<file path="src/rtl/fp_mul_iterative.sv">
// Sequential IEEE-754 single-precision multiplier: 24-step shift-add mantissa loop,
// then normalise, round-to-nearest-even and range/special-case packing.
module fp_mul_iterative #(
    parameter int EXP_W  = 8,
    parameter int MANT_W = 23,
    parameter int BIAS   = 127
) (
    input  logic                        clk,
    input  logic                        rst,
    input  logic                        start,
    input  logic [EXP_W+MANT_W:0]       a,
    input  logic [EXP_W+MANT_W:0]       b,
    output logic                        ready,
    output logic                        busy,
    output logic                        valid,
    output logic [EXP_W+MANT_W:0]       result,
    output logic                        overflow,
    output logic                        underflow,
    output logic                        invalid
);
    localparam int W  = 1 + EXP_W + MANT_W;
    localparam int SW = MANT_W + 1;
    localparam int PW = 2 * SW;
    localparam int XW = EXP_W + 2;
    localparam logic signed [XW-1:0] EXP_MAX = XW'((1 << EXP_W) - 1);

    typedef enum logic [1:0] {S_IDLE, S_MULT, S_NORM, S_DONE} state_t;
    typedef enum logic [1:0] {C_NORMAL, C_NAN, C_INF, C_ZERO} class_t;

    state_t                 r_state;
    class_t                 r_class;
    logic [4:0]             r_cnt;
    logic [PW-1:0]          r_mcand;
    logic [SW-1:0]          r_mplier;
    logic [PW-1:0]          r_acc;
    logic                   r_sign;
    logic signed [XW-1:0]   r_exp_sum;
    logic [W-1:0]           r_result;
    logic                   r_ovf, r_unf, r_inv;
    logic                   r_ready, r_busy, r_valid;

    // Round-to-nearest-even on a SW-bit significand; bit SW of the return is the carry-out.
    function automatic logic [SW:0] round_rne(input logic [SW-1:0] m, input logic g, input logic s);
        return {1'b0, m} + {{SW{1'b0}}, g & (s | m[0])};
    endfunction

    // Pack a finite result, saturating to inf or flushing to zero; returns {ovf, unf, word}.
    function automatic logic [W+1:0] saturate(input logic sgn, input logic signed [XW-1:0] e,
                                              input logic [MANT_W-1:0] f);
        if (e >= EXP_MAX)
            return {2'b10, sgn, {EXP_W{1'b1}}, {MANT_W{1'b0}}};
        else if (e <= $signed(XW'(0)))
            return {2'b01, sgn, {EXP_W{1'b0}}, {MANT_W{1'b0}}};
        else
            return {2'b00, sgn, e[EXP_W-1:0], f};
    endfunction

    logic [EXP_W-1:0]  w_ea, w_eb;
    logic [MANT_W-1:0] w_fa, w_fb;
    logic w_a_nan, w_b_nan, w_a_inf, w_b_inf, w_a_zero, w_b_zero;
    class_t w_class;
    logic signed [XW-1:0] w_exp_sum;

    assign w_ea = a[W-2:MANT_W];
    assign w_eb = b[W-2:MANT_W];
    assign w_fa = a[MANT_W-1:0];
    assign w_fb = b[MANT_W-1:0];
    assign w_a_nan  = (&w_ea) && (|w_fa);
    assign w_b_nan  = (&w_eb) && (|w_fb);
    assign w_a_inf  = (&w_ea) && !(|w_fa);
    assign w_b_inf  = (&w_eb) && !(|w_fb);
    assign w_a_zero = (w_ea == '0);
    assign w_b_zero = (w_eb == '0);
    assign w_exp_sum = $signed({2'b00, w_ea}) + $signed({2'b00, w_eb}) - $signed(XW'(BIAS));

    always_comb begin
        w_class = C_NORMAL;
        if (w_a_nan || w_b_nan || (w_a_inf && w_b_zero) || (w_b_inf && w_a_zero))
            w_class = C_NAN;
        else if (w_a_inf || w_b_inf)
            w_class = C_INF;
        else if (w_a_zero || w_b_zero)
            w_class = C_ZERO;
    end

    // Normalisation: product[47] selects which 24-bit window holds the significand.
    logic                 w_adj, w_guard, w_sticky, w_carry;
    logic [SW-1:0]        w_mant;
    logic [SW:0]          w_rnd;
    logic [MANT_W-1:0]    w_frac;
    logic signed [XW-1:0] w_exp;
    logic [W+1:0]         w_packed;

    assign w_adj    = r_acc[PW-1];
    assign w_mant   = w_adj ? r_acc[PW-1:SW]  : r_acc[PW-2:SW-1];
    assign w_guard  = w_adj ? r_acc[SW-1]     : r_acc[SW-2];
    assign w_sticky = w_adj ? |r_acc[SW-2:0]  : |r_acc[SW-3:0];
    assign w_rnd    = round_rne(w_mant, w_guard, w_sticky);
    assign w_carry  = w_rnd[SW];
    assign w_frac   = w_carry ? w_rnd[MANT_W:1] : w_rnd[MANT_W-1:0];
    assign w_exp    = r_exp_sum + $signed({{(XW-1){1'b0}}, w_adj}) + $signed({{(XW-1){1'b0}}, w_carry});
    assign w_packed = saturate(r_sign, w_exp, w_frac);

    always_ff @(posedge clk) begin
        if (rst) begin
            r_state  <= S_IDLE;
            r_cnt    <= '0;
            r_ready  <= 1'b1;
            r_busy   <= 1'b0;
            r_valid  <= 1'b0;
            r_result <= '0;
            r_ovf    <= 1'b0;
            r_unf    <= 1'b0;
            r_inv    <= 1'b0;
        end else begin
            case (r_state)
                S_IDLE: if (start) begin
                    r_sign    <= a[W-1] ^ b[W-1];
                    r_class   <= w_class;
                    r_exp_sum <= w_exp_sum;
                    r_mcand   <= {{SW{1'b0}}, |w_ea, w_fa};
                    r_mplier  <= {|w_eb, w_fb};
                    r_acc     <= '0;
                    r_cnt     <= '0;
                    r_valid   <= 1'b0;
                    r_ovf     <= 1'b0;
                    r_unf     <= 1'b0;
                    r_inv     <= 1'b0;
                    r_ready   <= 1'b0;
                    r_busy    <= 1'b1;
                    r_state   <= S_MULT;
                end
                S_MULT: begin
                    if (r_mplier[0])
                        r_acc <= r_acc + r_mcand;
                    r_mplier <= r_mplier >> 1;
                    r_mcand  <= r_mcand << 1;
                    r_cnt    <= r_cnt + 5'd1;
                    if (r_cnt == 5'(SW - 1))
                        r_state <= S_NORM;
                end
                S_NORM: begin
                    case (r_class)
                        C_NAN: begin
                            r_result <= {1'b0, {EXP_W{1'b1}}, 1'b1, {(MANT_W-1){1'b0}}};
                            r_inv    <= 1'b1;
                        end
                        C_INF:  r_result <= {r_sign, {EXP_W{1'b1}}, {MANT_W{1'b0}}};
                        C_ZERO: r_result <= {r_sign, {EXP_W{1'b0}}, {MANT_W{1'b0}}};
                        default: begin
                            r_result <= w_packed[W-1:0];
                            r_ovf    <= w_packed[W+1];
                            r_unf    <= w_packed[W];
                        end
                    endcase
                    r_busy  <= 1'b0;
                    r_valid <= 1'b1;
                    r_state <= S_DONE;
                end
                default: begin
                    r_valid <= 1'b0;
                    r_ready <= 1'b1;
                    r_state <= S_IDLE;
                end
            endcase
        end
    end

    assign ready     = r_ready;
    assign busy      = r_busy;
    assign valid     = r_valid;
    assign result    = r_result;
    assign overflow  = r_ovf;
    assign underflow = r_unf;
    assign invalid   = r_inv;
endmodule

</file>
<file path="config.mk">
export PLATFORM = sky130hd
export DESIGN_NAME = fp_mul_iterative
export DESIGN_NICKNAME = d
export VERILOG_FILES = /design/src/rtl/fp_mul_iterative.sv
export SDC_FILE = /design/constraint.sdc
export NUM_CORES = 1
export LEC_CHECK = 0
export ABC_AREA = 0
export CAP_MARGIN = 20
export CORE_MARGIN = 4
export CORE_UTILIZATION = 40
export DETAILED_ROUTE_END_ITERATION = 16
export PLACE_DENSITY_LB_ADDON = 0.3
export SYNTH_ARGS = -nofsm -noshare
export SYNTH_HDL_FRONTEND = slang
export SYNTH_SLANG_ARGS = --single-unit
</file>
<file path="constraint.sdc">
create_clock -name clk -period 6.6 [get_ports clk]
set_input_delay 0.66 -clock clk [delete_from_list [all_inputs] [get_ports clk]]
set_output_delay 0.66 -clock clk [all_outputs]
set_load 0.02 [all_outputs]
</file>
# Word level (Yosys, flattened, before mapping)
# Index checks and enable logic that the tools add are counted.
totals:
  ff_bits: 178
  in_bits: 67
  word_cells: 111
classes:
  addsub: 7
  magnitude_cmp: 2
  eq_ne: 11
  mux: 32
  bitwise_logic: 6
  n_reduce_logical: 38
op_table:
  columns: ["op", "count"]
  rows:
  - ["case mux 48 bit (2 select lines)", 2]
  - ["2-to-1 mux 48 bit", 3]
  - ["case mux 32 bit (3 select lines)", 1]
  - ["OR reduction 23 bit", 3]
  - ["adder 48 bit", 1]
  - ["2-to-1 mux 24 bit", 2]
  - ["case mux 24 bit (2 select lines)", 1]
  - ["2-to-1 mux 34 bit", 1]
  - ["2-to-1 mux 33 bit", 1]
  - ["adder 24 x 1 -> 25 bit", 1]
  - ["2-to-1 mux 23 bit", 1]
  - ["OR reduction 22 bit", 1]
  - ["adder 10 x 2 -> 10 bit", 2]
  - ["logical NOT 8 bit", 2]
  - ["AND reduction 8 bit", 2]
  - ["OR reduction 8 bit", 2]
  - ["AND reduction 3 bit", 4]
  - ["greater-or-equal comparator 10 x 9 -> 1 bit, second input constant", 1]
  - ["less-or-equal comparator 10 x 1 -> 1 bit, second input constant", 1]
  - ["!= test 2 bit, second input constant", 5]
  - ["case mux 1 bit (2 select lines)", 5]
  - ["case mux 5 bit (2 select lines)", 1]
  - ["AND reduction 2 bit", 5]
  - ["subtractor 9 x 7 -> 10 bit, second input constant", 1]
  - ["22 further kinds", 47]

# Longest topological paths before layout
depth:
  word_depth: 11
  ltp_mapped: 27
  mapped_depth_nobuf: 21

# Least setup slack after synthesis
# OpenSTA, ideal clock, no wires.
synth_timing:
  path_type: "register -> register"
  start: "register r_acc[47]"
  end: "register r_result[19], in the netlist result[19]"
  setup_time_ns: 0.070
  arrival_time_ns: 5.505
  t_required_ns: 6.530
  setup_slack_ns: 1.025
  path_stages_with_launch: 27
  n_path_buf: 6
  synth_period_minus_slack_ns: 5.575
  path_cell_list: "edfxtp_1 -> buf_4 -> buf_2 -> buf_1 -> clkbuf_1 -> mux2i_1 -> nor2b_1 -> ha_1 -> nand2_1 -> nor3_1 -> nand2_1 -> nor3_1 -> and2_1 -> clkbuf_1 -> inv_1 -> fa_1 -> inv_1 -> ha_1 -> nand2_1 -> xnor2_1 -> nor4_1 -> a31oi_1 -> nand3_1 -> nor2_1 -> clkbuf_1 -> o211ai_1 -> a21oi_1"
synth_via:
  elab_chain_cells: 9
  elab_cells_between_ends: 14
  classes_between: "3 x add/sub; 2 x order compare; 7 x mux; 2 x bitwise"
synth_lines:
  columns: ["element", "line", "text"]
  rows:
  - ["start, declared", "35", "logic [PW-1:0] r_acc;"]
  - ["start signal, assigned", "135", "r_acc <= r_acc + r_mcand;"]
  - ["2-to-1 mux 1 bit / 2-to-1 mux 24 bit (equally long branches)", "97, 95", null]
  - ["OR 1 bit", "44", "return {1'b0, m} + {{SW{1'b0}}, g & (s | m[0])};"]
  - ["AND 1 bit", "44", null]
  - ["adder 24 x 1 -> 25 bit", "44", null]
  - ["adder 10 x 2 -> 10 bit", "101", "assign w_exp = r_exp_sum + $signed({{(XW-1){1'b0}}, w_adj}) + $signed({{(XW-1){1'b0}}, w_carry});"]
  - ["less-or-equal comparator 10 x 1 -> 1 bit", "52", "else if (e <= $signed(XW'(0)))"]
  - ["2-to-1 mux 33 bit", "52", null]
  - ["2-to-1 mux 34 bit *", "50", "if (e >= EXP_MAX)"]
  - ["case mux 32 bit (3 select lines) *", "143", "case (r_class)"]
  - ["end signal, assigned", "145", "r_result <= {1'b0, {EXP_W{1'b1}}, 1'b1, {(MANT_W-1){1'b0}}};"]
  - ["end signal, assigned", "148", "C_INF: r_result <= {r_sign, {EXP_W{1'b1}}, {MANT_W{1'b0}}};"]
  - ["end signal, assigned", "149", "C_ZERO: r_result <= {r_sign, {EXP_W{1'b0}}, {MANT_W{1'b0}}};"]
  - ["end, declared", "38", "logic [W-1:0] r_result;"]
# Every way passes the cells marked *; elsewhere a longest branch is shown, timed or not.
# A chain may end at the register's enable or synchronous reset.

# Worst setup path after layout
layout_timing:
  start: "register r_acc[47]"
  end: "register r_result[7], in the netlist result[7]"
# Same word-level chain as after synthesis.

==> metrics <==
synth top area cells=edfxtp_1 35%, dfxtp_1 7.8%, ha_1 7.8%, mux2_2 5.2%, a21oi_1 4.1%; later-pin clock latency in the skew report=0.44 ns; CTS tree=built; clock sinks=178; Seq cells post-synth=178; Setup Fix Bufs, Post-CTS=0; Ports=105; post-synthesis sequential area ratio=42.5%; Max IR drop VDD=0.217 mV; row count=61; Vias=9,000; Comb pwr share=50.4%; remaining antenna violation count=0; clk slew on worst S/H paths=0.09 ns; Syn Nets=1,301; status=completed; startpoint types=flop; mean post-synth cell area=9.94 um^2; Post-Synthesis Cells=1,159; yosys warns=0; GP Congestion=0.905; initial antenna violation count=0; Worst setup endpoint=result[7]; Most used DFF post-synth=edfxtp_1; Hold Crit Class=flop to flop; Final period util=87.3%; CP startpoint=r_acc[47]; DRC violations left=0; routed len/inst=16.8 um; # Max-Cap Violations=0; FF-to-FF End=result[7]; CP Data Required Time=6.96 ns; cell area after synthesis=11,500 um^2; final hold viol count=0; PwrDens=448 nW/um^2; Place WS=0.804 ns; CTS Buf Count=17; Die Y=178 um; port buffer count=104; Resized Gates After CTS=0; n_diodes=0; Reg2Reg Depth=18; Final Setup Violations=0; largest net degree at the start of global routing=78; Starting Density=41.0%; Die W=178 um; most common cell in the netlist=edfxtp_1; CTS Root Cell=clkbuf_16; Worst R2R Start=r_acc[47]; Synth cell types=68; worst slew pin tran=1.08 ns; Slew Limit Headroom=25.9%; Final min period=5.76 ns; Arr. time, crit path=6.12 ns; clock network fraction of design power=17.2%; Post-synth EDFFs=133; H-tree Lvls=4; area delta synth->final=17.4%; Int Power=3.52 mW; vias in the first global route=8,638; final worst setup slack=0.841 ns; final wirelength=27,400 um; R2R Setup Slk=0.84 ns; RSZ-0062 raised after global routing=false; Yosys top cell area share=34.7%; total grt overflow=0; final setup skew=0.0181 ns; Synth area leader=edfxtp_1; core area=28,100 um^2; GRT Total Usage=17.3%; vias per cell=5.51; crit end category=flop; Max Clk Rate=174 MHz; CP Max Fanout=43; Iter 0 DRT Violations=692; total die area=31,600 um^2; post-DP HPWL=20,300 um; ys async rst share=0%; first-pass GRT wire length=44,400 um; WS Path Type=flop to flop; Hold Buf Count CTS=0; sw power=2.53 mW; Reg power frac=32.4%; Sw Ratio=41.8%; Clock Path Buffers=2; DRT Pass-1 Iters=5; NumNets Final=1,383; setup_tns=0 ns; Pleak=4.97 nW; max-slew violation count=0; Synth top cells by count=133 x edfxtp_1, 94 x a21oi_1, 78 x nand2_1; fraction of layout cells with a size suffix above 1=8.37%
-- per-stage QoR --
step / util [%] / hold slack (ns) / power, mW / instances / instance area, um^2
2_1_floorplan: - / 0.480 / 4.24 / 1159 / 11500
3_3_place_gp: 46.0 / 0.454 / 4.96 / 1599 / 12900
3_5_place_dp: 46.0 / 0.457 / 5.00 / 1599 / 12900
4_1_cts: 48.1 / 0.469 / 6.07 / 1631 / 13500
5_1_grt: 48.1 / 0.495 / 6.52 / 1632 / 13500
6_report: 48.1 / 0.465 / 6.06 / 1632 / 13500
-- flip-flops by register name (all words and copies together), names as in the netlist --
name / cells
r_cnt: 5
r_exp_sum: 10
r_sign: 1
valid: 1
r_state: 2
r_mplier: 24
busy: 1
r_mcand: 48
overflow: 1
underflow: 1
result: 32
ready: 1
invalid: 1
r_class: 2
r_acc: 48
-- power groups by stage --
| stage | Clock (mW) | Combinational, mW | Sequential [mW] |
|---|---|---|---|
| 5_1_grt | 1.12 | 3.39 | 2.00 |
| 4_1_cts | 1.07 | 3.04 | 1.96 |
| 3_5_place_dp | 0 | 3.02 | 1.98 |
| 2_1_floorplan | 0 | 2.31 | 1.92 |
| 3_3_place_gp | 0 | 2.99 | 1.97 |
| 6_report | 1.04 | 3.05 | 1.96 |
-- how the worst min path moves through the flow --
| stage | slack [ns] | cells after the start | start | to |
|---|---|---|---|---|
| 6_report | 0.47 | 2 | result[31] | result[31] |
| 5_1_grt | 0.49 | 2 | result[31] | result[31] |
| 4_1_cts | 0.47 | 2 | result[31] | result[31] |
| 3_5_place_dp | 0.46 | 2 | result[31] | result[31] |
| 3_3_place_gp | 0.45 | 1 | ready | ready |
| 2_1_floorplan | 0.48 | 2 | r_cnt[4] | r_cnt[4] |
-- critical path, stage by stage, from the launching register on --
cell and delay, ns:
edfxtp_1 0.49, buf_4 0.47, mux2i_1 0.20, nor3_1 0.45
nand2_1 0.20, nor3_1 0.49, and2_1 0.36, inv_1 0.14
fa_1 0.43, inv_1 0.08, ha_1 0.25, nand2_1 0.10
xnor2_1 0.24, nor4_1 0.12, a31oi_1 0.40, nand3_1 0.25
nor2_1 0.68, o211ai_1 0.18, a21oi_1 0.16
-- cell families (layout without fill, tap and decap cells) --
logic type,after synthesis,in the layout,synth area share [%]
AOI/OAI and AO/OA,289,289,16.3
xor gates and xnor gates,71,71,5.40
adders and majority gates,75,75,8.34
buffers and inverters,81,176,2.68
DFF,178,178,42.5
muxes,69,69,6.58
and+or+nand+nor,396,396,18.2
-- area by class of cell --
type	instances	area, um^2
Inverter	34	128
Sequential cell	178	4890
Fill cell	2679	14600
Timing Repair Buffer	110	1080
Clock inverter	13	155
Tap cell	378	473
Multi-Input combinational cell	900	6340
Clock buffer	19	453
-- placed cells by master (no fill, tap or decap), drive strengths merged, types with 13 or more instances in the layout --
cell,n
a211oi,17
a21o,26
a21oi,94
and2,68
clkbuf,19
clkdlybuf4s50,103
dfxtp,45
edfxtp,133
ha,72
inv,43
mux2,54
mux2i,15
nand2,78
nand2b,14
nand3,29
nand4,21
nor2,73
nor2b,25
nor3,21
nor4,25
o21a,13
o21ai,43
o21bai,13
xnor2,38
xor2,33
-- routing by layer --
layer / routed length, um / vias to the layer above / track usage, % / share of wire, %
li1: - / 4494 / - / -
met1: 13500 / 4246 / 25.4 / 49
met2: 12200 / 226 / 26.8 / 45
met3: 1240 / 34 / 2.66 / 4.5
met4: 412 / 0 / 4.25 / 1.5
met5: 0 / - / 0 / 0
Power figures use the tool's default switching activity.
